==> src/rtl/sram_port_arbiter.sv <==
// ============================================================================
// sram_port_arbiter: zero-fills a single-port SRAM after reset, then shares its
// port between two valid/ready requesters with round-robin arbitration.
// Revision: 1.0
// ============================================================================
`default_nettype none

module sram_port_arbiter #(
  parameter int unsigned ADDR_W         = 7,
  parameter int unsigned DATA_W         = 32,
  parameter bit          CLEAR_ON_RESET = 1'b1
) (
  input  logic              clock,
  input  logic              reset,
  input  logic              io_req0_valid,
  output logic              io_req0_ready,
  input  logic              io_req0_we,
  input  logic [ADDR_W-1:0] io_req0_addr,
  input  logic [DATA_W-1:0] io_req0_wdata,
  input  logic              io_req1_valid,
  output logic              io_req1_ready,
  input  logic              io_req1_we,
  input  logic [ADDR_W-1:0] io_req1_addr,
  input  logic [DATA_W-1:0] io_req1_wdata,
  output logic              io_rsp0_valid,
  output logic [DATA_W-1:0] io_rsp0_rdata,
  output logic              io_rsp1_valid,
  output logic [DATA_W-1:0] io_rsp1_rdata,
  output logic              io_init_done,
  output logic              io_sram_clk0,
  output logic              io_sram_csb0,
  output logic              io_sram_web0,
  output logic [ADDR_W-1:0] io_sram_addr0,
  output logic [DATA_W-1:0] io_sram_din0,
  input  logic [DATA_W-1:0] io_sram_dout0
);

  typedef enum logic [0:0] {ST_INIT = 1'b0, ST_RUN = 1'b1} state_e;

  localparam logic [ADDR_W-1:0] c_LAST_ADDR = '1;

  state_e              state_q, state_d;
  logic [ADDR_W-1:0]   cnt_q, cnt_d;
  logic                ptr_q, ptr_d;
  logic                csb_q, csb_d;
  logic                web_q, web_d;
  logic [ADDR_W-1:0]   addr_q, addr_d;
  logic [DATA_W-1:0]   din_q, din_d;
  logic                s1_vld_q, s1_vld_d, s1_id_q;
  logic                s2_vld_q, s2_id_q;

  logic                w_gnt0, w_gnt1, w_accept, w_sel_we;
  logic [ADDR_W-1:0]   w_sel_addr;
  logic [DATA_W-1:0]   w_sel_wdata;

  always_comb begin
    w_gnt0 = 1'b0;
    w_gnt1 = 1'b0;
    if (state_q == ST_RUN) begin
      // Pointer breaks the tie only when both requesters are valid.
      if (io_req0_valid && (!io_req1_valid || !ptr_q)) begin
        w_gnt0 = 1'b1;
      end else if (io_req1_valid) begin
        w_gnt1 = 1'b1;
      end
    end
    w_accept    = w_gnt0 | w_gnt1;
    w_sel_we    = w_gnt1 ? io_req1_we    : io_req0_we;
    w_sel_addr  = w_gnt1 ? io_req1_addr  : io_req0_addr;
    w_sel_wdata = w_gnt1 ? io_req1_wdata : io_req0_wdata;
  end

  always_comb begin
    state_d  = state_q;
    cnt_d    = cnt_q;
    ptr_d    = ptr_q;
    csb_d    = 1'b1;
    web_d    = 1'b1;
    addr_d   = addr_q;
    din_d    = din_q;
    s1_vld_d = 1'b0;
    case (state_q)
      ST_INIT: begin
        csb_d  = 1'b0;
        web_d  = 1'b0;
        addr_d = cnt_q;
        din_d  = '0;
        cnt_d  = cnt_q + 1'b1;
        if (cnt_q == c_LAST_ADDR) begin
          state_d = ST_RUN;
        end
      end
      ST_RUN: begin
        if (w_accept) begin
          csb_d    = 1'b0;
          web_d    = ~w_sel_we;
          addr_d   = w_sel_addr;
          din_d    = w_sel_wdata;
          ptr_d    = ~w_gnt1;
          s1_vld_d = ~w_sel_we;
        end
      end
      default: state_d = ST_INIT;
    endcase
  end

  always_ff @(posedge clock) begin
    if (reset) begin
      state_q  <= CLEAR_ON_RESET ? ST_INIT : ST_RUN;
      cnt_q    <= '0;
      ptr_q    <= 1'b0;
      csb_q    <= 1'b1;
      web_q    <= 1'b1;
      addr_q   <= '0;
      din_q    <= '0;
      s1_vld_q <= 1'b0;
      s1_id_q  <= 1'b0;
      s2_vld_q <= 1'b0;
      s2_id_q  <= 1'b0;
    end else begin
      state_q  <= state_d;
      cnt_q    <= cnt_d;
      ptr_q    <= ptr_d;
      csb_q    <= csb_d;
      web_q    <= web_d;
      addr_q   <= addr_d;
      din_q    <= din_d;
      s1_vld_q <= s1_vld_d;
      s1_id_q  <= w_gnt1;
      s2_vld_q <= s1_vld_q;
      s2_id_q  <= s1_id_q;
    end
  end

  assign io_req0_ready = w_gnt0;
  assign io_req1_ready = w_gnt1;
  assign io_init_done  = (state_q == ST_RUN);

  // Stage 2 lines up with the cycle the macro drives the addressed word.
  assign io_rsp0_valid = s2_vld_q & ~s2_id_q;
  assign io_rsp1_valid = s2_vld_q &  s2_id_q;
  assign io_rsp0_rdata = io_rsp0_valid ? io_sram_dout0 : '0;
  assign io_rsp1_rdata = io_rsp1_valid ? io_sram_dout0 : '0;

  assign io_sram_clk0  = clock;
  assign io_sram_csb0  = csb_q;
  assign io_sram_web0  = web_q;
  assign io_sram_addr0 = addr_q;
  assign io_sram_din0  = din_q;

endmodule

`default_nettype wire

==> config.mk <==
export PLATFORM = sky130hd
export DESIGN_NAME = sram_port_arbiter
export DESIGN_NICKNAME = d
export VERILOG_FILES = /design/src/rtl/sram_port_arbiter.sv
export SDC_FILE = /design/constraint.sdc
export NUM_CORES = 1
export LEC_CHECK = 0
export ABC_AREA = 1
export ABC_CLOCK_PERIOD_IN_PS = 2000
export BUFFER_PORTS_ARGS = -buffer_cell sky130_fd_sc_hd__buf_2
export CORE_MARGIN = 10
export CORE_UTILIZATION = 35
export DETAILED_ROUTE_END_ITERATION = 7
export PLACE_DENSITY = 0.71
export SLEW_MARGIN = 20
export SYNTH_ARGS = -nofsm -noshare
export SYNTH_HDL_FRONTEND = slang
export SYNTH_SLANG_ARGS = --single-unit
==> constraint.sdc <==
create_clock -name clock -period 2 [get_ports clock]
set_clock_uncertainty 0.05 [all_clocks]
set_input_delay 0.2 -clock clock [delete_from_list [all_inputs] [get_ports clock]]
set_output_delay 0.2 -clock clock [all_outputs]
set_load 0.01 [all_outputs]
=== Yosys cells after proc, flatten, opt, wreduce, memory -nomap -nowiden ===
Cells that the tools add are included.

* $add $sub $neg: 1
* Multiply operators: 0
* Divide/modulo/power cells: 0
* Order comparisons: 0
* Eq/ne operators: 2
* Shift-type cells: 0
* Muxes and demuxes: 20
* Bitwise operators: 8
* Reductions and logical operators: 6

{| class="wikitable"
|+ Operators by type and width
! operator !! number
|-
| $mux W32 || 4
|-
| $pmux W32 S2 || 1
|-
| $mux W7 || 2
|-
| $pmux W7 S2 || 1
|-
| $mux W1 || 10
|-
| $add A7 B1 Y7 const B || 1
|-
| $eq A7 B7 Y1 const B || 1
|-
| $not A1 Y1 || 5
|-
| $pmux W1 S2 || 2
|-
| $reduce_or A3 Y1 || 1
|-
| $and A1 B1 Y1 || 2
|-
| $logic_not A1 Y1 || 2
|-
| $ne A2 B1 Y1 const B || 1
|-
| $reduce_and A2 Y1 || 1
|-
| $logic_and A1 B1 Y1 || 1
|-
| $logic_or A1 B1 Y1 || 1
|-
| $or A1 B1 Y1 || 1
|}

* Register bits: 54
* Latch bits: 0
* RAM bits: 0
* Bits in read-only memories: 0
* Output and inout bits: 111
* Logic and storage cells: 48
* Memories: 0

=== Logic depth before layout (Yosys ltp) ===
Gate-level depths: netlist of the first run.

* Word-level depth: 9
* Gate-level depth with buffers: 10
* Depth with buffers taken out: 8

==> flow_metrics.tcl, run 1 <==
set metrics [dict create \
    grt_pass1_wl_um 19200 \
    gp_congestion 0.886 \
    fin_crit_sh_pct 92.2 \
    maxCapViolations 0 \
    synth_seq_cells 54 \
    clk_latency_ns 0.41 \
    hold_viol 0 \
    via_per_inst 4.56 \
    syn_avg_cell_area_sq_um 5.91 \
    antenna_found_initial 2 \
    nNetsFinal 861 \
    die_h_um 114 \
    num-fill-cells 925 \
    whs_path_depth 5 \
    finalCriticalPeriod_ns 1.84 \
    overflow 0 \
    reg2reg_depth 6 \
    row_count 34 \
    synthCells 524 \
    crit_fanout 28 \
    grt_use_total_pct 18.2 \
    syn_nets 641 \
    postRouteAntennaNets 0 \
    cp.arrival_ns 1.59 \
    area_growth_pct 44.6 \
    rsz0062_at_grt "false" \
    critPathKind "reg -> out" \
    drv_slew 0 \
    synth_area_leaders "dfxtp_1 35%, nand2_1 19%, inv_1 11%" \
    finalSetupViolations 0 \
    power_leakage_nw 2.80 \
    grt_max_degree 34 \
    vias 3898 \
    timing.setup.tns_ns 0 \
    dpl.hpwl_um 10200 \
    outcome "finished clean" \
    seq_area_sq_mm 0.00108 \
    routedWlPerCell_um 14.8 \
    yosysTopAreaCellShare_pct 34.9 \
    path_clk_slew_ns 0.10 \
    final_common_cell "buf_2" \
    cts_tree "done" \
    end_kind "output pin" \
    worstMarginPinSlew_ns 0.553 \
    drive_above_1_share_pct 35.3 \
    fin_area_sq_mm 0.00448 \
    placement.io_buffers 226 \
    ir_drop_uv 338 \
    drt_pass1_iterations 4 \
    die_w_um 114 \
    final_cell_mix "226 x buf_2, 153 x nand2_1, 88 x inv_1" \
    slew_headroom_pct 63.1 \
    yosysWarnings 0 \
    multi_input_area_sq_mm 0.00152 \
    synth_top_area_cell "dfxtp_1" \
    synth.distinct_cells 22 \
    pin_count 227 \
    worst_ep_required_time_ns 1.75 \
    cp-start-kind "flip-flop" \
    p_per_area_mw_per_mm2 506 \
    grt_pass1_vias 3835 \
    wirelength_um 12600 \
    synth_area_sq_mm 0.00310 \
    fmax_mhz 543 \
    placed_area_sq_mm 0.00425 \
    synth-seq-area-share_pct 34.9 \
    drtIter0Drc 262 \
    drc 0 \
    core-area_sq_mm 0.00868 \
    hp-class "in -> reg" \
    dieArea_sq_mm 0.0130 \
    initial_core_util_pct 35.7 \
]
-- where the power goes --
part           internal [W]  total, W  switching [W]
sequential          0.00109   0.00109     0.00000907
combinational      0.000121  0.000248       0.000127
clock              0.000515  0.000925       0.000410
-- synthesized netlist by cell type, drive strengths merged --
master / count
a21oi: 33
and3: 1
buf: 17
clkbuf: 11
dfxtp: 54
ha: 1
inv: 95
nand2: 158
nand3: 63
nand4: 3
nor2: 83
nor3: 2
o21ai: 3
-- path summary, 6_finish.rpt --
check / start / slack, ns / end
max: ptr_q / 0.16 / io_req1_ready
min: io_req1_addr[1] / 0.01 / io_sram_addr0[1]
max reg2reg: ptr_q / 0.34 / io_sram_din0[14]
min reg2reg: s1_id_q / 0.36 / s2_id_q
-- layout make-up --
class	count	area share, %
clock inverters	2	0.838
clock buffers	10	2.65
repair inverters	1	0.168
inverters	95	8.21
flip-flops and latches	54	24.1
well taps	108	3.02
repair buffers	236	27.0
multi-input cells	347	33.9
diodes	2	0.112
-- registers in the layout, summed over array words and instances, names as in the netlist --
name / count
io_sram_csb0: 1
s1_id_q: 1
s2_id_q: 1
io_sram_din0: 32
io_init_done: 1
cnt_q: 7
s2_vld_q: 1
ptr_q: 1
io_sram_addr0: 7
io_sram_web0: 1
s1_vld_q: 1
-- worst max-delay path, stage by stage (launching register included) --
cell	delay, ns
dfxtp_1	0.36
nand2_2	0.11
nand2_8	0.20
nand2_8	0.17
inv_6	0.18
buf_2	0.16
-- repair_timing --
| item | in CTS | in global routing |
|---|---|---|
| endpoints found under the hold margin | 1 | 0 |
| setup endpoints to repair | 18 | 29 |
| hold buffers | 1 | 0 |
| gates resized for setup | 5 | 2 |
| buffers inserted | 4 | 0 |
| cloned | 1 | 0 |
-- cell families after synthesis --
| logic type | after synthesis | synth area share (%) |
|---|---|---|
| adder cells (fa/ha/maj) | 1 | 0.404 |
| buffers and inverters | 123 | 17.0 |
| flip-flops | 54 | 34.9 |
| AO/OA/AOI/OAI | 36 | 5.81 |
| AND/OR/NAND/NOR | 310 | 41.9 |
-- routing by layer --
metal  vias to the layer above  part of all wire, %  wire length, um  global-route usage, %
met3                        14                  9.2             1160                   6.71
met1                      1732                   36             4510                   17.9
met5                         -                    0                0                      0
li1                       2005                    -                -                      -
met4                         0                  1.3              170                   7.10
met2                       147                   54             6780                   33.6
-- metrics by stage --
step	total power, W	worst slack [ns]	utilization (%)	std cells	hold slack (ns)
3_3_place_gp	0.00139	0.382	48.9	836	0.251
2_1_floorplan	0.00126	0.631	-	524	0.242
5_1_grt	0.00238	0.0261	51.6	855	0.0133
4_1_cts	0.00230	0.0349	51.5	853	0.00183
6_report	0.00227	0.157	51.6	855	0.0122
3_5_place_dp	0.00139	0.294	48.9	836	0.251
(Power assumes the default switching activity.)
==> run 2: changes to the inputs <==
--- a/config.mk
+++ b/config.mk
@@ -5,13 +5,12 @@
 export SDC_FILE = /design/constraint.sdc
 export NUM_CORES = 1
 export LEC_CHECK = 0
-export ABC_AREA = 1
 export ABC_CLOCK_PERIOD_IN_PS = 2000
 export BUFFER_PORTS_ARGS = -buffer_cell sky130_fd_sc_hd__buf_2
 export CORE_MARGIN = 10
 export CORE_UTILIZATION = 35
 export DETAILED_ROUTE_END_ITERATION = 7
-export PLACE_DENSITY = 0.71
+export PLACE_DENSITY = 0.75
 export SLEW_MARGIN = 20
 export SYNTH_ARGS = -nofsm -noshare
 export SYNTH_HDL_FRONTEND = slang
==> run 2 against run 1 <==
Effect of this change: final area is 6.6% lower; non-clock buffer count is 16 higher; routed wire length is 15% lower; cell count is 24% lower; utilization is 5.5 points higher; largest power group unchanged; highest routed layer unchanged.
==> flow_metrics.tcl, run 2 <==
set metrics [dict create \
    final_cell_mix "226 x buf_2, 54 x dfxtp_1, 35 x nand2_1" \
    hp-class "in -> reg" \
    die_w_um 107 \
    drt_pass1_iterations 4 \
    p_comb_share_pct 11.0 \
    drv_slew 0 \
    pre_cts_slack_ns 0.432 \
    core-area_sq_mm 0.00733 \
    synth-seq-area-share_pct 40.7 \
    worstMarginPinSlew_ns 0.654 \
    overflow 0 \
    crit_fanout 20 \
    switchingPower_w 0.000504 \
    grt_use_total_pct 17.2 \
    ir_drop_uv 600 \
    ys.flop_type "dfxtp_1" \
    synth_area_leaders "dfxtp_1 41%, and2_1 8.0%, and3_1 7.5%" \
    clk_latency_ns 0.41 \
    multi_input_area_sq_mm 0.00145 \
    p_clk_share_pct 40.4 \
    nNetsFinal 667 \
    num-fill-cells 684 \
    area_growth_pct 57.8 \
    synth_area_sq_mm 0.00265 \
    synth_seq_cells 54 \
    initial_core_util_pct 36.2 \
    fmax_mhz 542 \
    final_common_cell "buf_2" \
    pin_count 227 \
    hold_viol 0 \
    outcome "finished clean" \
    die_h_um 107 \
    finalSetupViolations 0 \
    drtIter0Drc 150 \
    grt_pass1_wl_um 16300 \
    synth.distinct_cells 33 \
    critPathKind "reg -> out" \
    end_kind "output pin" \
    syn_nets 431 \
    postRouteAntennaNets 0 \
    cp-start-kind "flip-flop" \
    yosysWarnings 0 \
    row_count 31 \
    pwr-share-seq_pct 48.6 \
    power_leakage_nw 2.27 \
    maxCapViolations 0 \
    cts_tree "done" \
    antenna_found_initial 1 \
    syn_avg_cell_area_sq_um 8.45 \
    drc 0 \
    dieArea_sq_mm 0.0115 \
    finalCriticalPeriod_ns 1.84 \
    yosys-top-cells-count "54 x dfxtp_1, 35 x nand2_1, 34 x and2_1" \
    power_switching_share_pct 22.4 \
    hold_ws_ns 0.00586 \
    vias 3128 \
    grt_max_degree 34 \
    worst_slack_ns 0.155 \
    drive_above_1_share_pct 45.7 \
    routedWlPerCell_um 16.5 \
    synthCells 314 \
    worst_ep_required_time_ns 1.75 \
    via_per_inst 4.80 \
    ys_async_sr_fraction_pct 0 \
    placement.io_buffers 226 \
    synth_top_area_cell "dfxtp_1" \
    seq_area_sq_mm 0.00108 \
    yosysTopAreaCellShare_pct 40.7 \
    power.total_w 0.00225 \
    synth_enable_flop_cells 0 \
    wirelength_um 10700 \
    fin_crit_sh_pct 92.2 \
    cp.arrival_ns 1.59 \
    timing.setup.tns_ns 0 \
    grt_pass1_vias 3232 \
    dpl.hpwl_um 8660 \
    stdcell_count 651 \
    internal_power_w 0.00175 \
    largest_reg_flops 32 \
    p_per_area_mw_per_mm2 537 \
    path_clk_slew_ns 0.10 \
    yosysMostFrequentCell "dfxtp_1" \
    gp_congestion 0.879 \
    dp.cells 624 \
    rsz0062_at_grt "false" \
    post-cts-setup-buffers 0 \
    slew_headroom_pct 56.4 \
]
==> run 2: final timing paths <==
check / slack [ns] / startpoint / to / depth (start not counted)
min: 0.006 / io_req0_wdata[8] / io_sram_din0[8] / 3
max reg2reg: 0.47 / io_init_done / io_sram_addr0[6] / 5
max: 0.16 / io_init_done / io_req1_ready / 4
min reg2reg: 0.40 / io_sram_din0[27] / io_sram_din0[27] / 2
==> run 2: timing repair <==
item / 4_1_cts / 5_1_grt
gates resized for setup: 0 / 1
hold buffers: 12 / 3
hold endpoints to repair: 9 / 3
setup endpoints to repair: 0 / 1
==> run 2: through the flow <==
step                      utilization, %  area (sq um)
after global routing                57.1          4190
after floorplan                        -          2650
after CTS                           56.6          4150
final                               57.1          4190
after global placement              52.9          3880
after detailed placement            52.9          3880
==> run 2: cell type report <==
| type | instances | share of cell area, % |
|---|---|---|
| multi-input combinational | 232 | 34.6 |
| timing repair buffer | 252 | 32.7 |
| sequential | 54 | 25.8 |
| tap | 99 | 2.96 |
| clock buffer | 9 | 2.75 |
| clock inverter | 3 | 1.05 |
| inverter | 1 | 0.0896 |
| antenna | 1 | 0.0598 |
==> run 2: cells by family after synthesis <==
group	count (synthesis)	synth area share, %
AND/OR/NAND/NOR	130	27.4
AO/OA/AOI/OAI	78	18.1
flip-flops	54	40.7
buffers and inverters	28	4.86
multiplexers	19	7.17
XOR/XNOR	4	1.32
adder cells (fa/ha/maj)	1	0.471
==> run 2: routing by layer <==
layer / part of all wire [%] / vias to the layer above / GRT usage (%)
li1: - / 1570 / -
met5: 0 / - / 0
met3: 10 / 8 / 6.53
met2: 52 / 149 / 31.4
met4: 0.55 / 0 / 4.84
met1: 37 / 1401 / 18.0
==> run 2: power groups by stage <==
stage,sequential [W],combinational (W),clock [W]
CTS,0.00109,0.000242,0.000939
floorplan,0.00112,0.0000755,0.0000412
detailed placement,0.00112,0.000223,0.0000302
global route,0.00109,0.000277,0.000989
finish,0.00109,0.000248,0.000908
global placement,0.00112,0.000217,0.0000302
==> run 2: critical path, stage by stage, from the launching register on <==
cell and delay [ns]:
dfxtp_1 0.50, nand2_1 0.11, a21oi_2 0.13, buf_6 0.25, buf_2 0.18
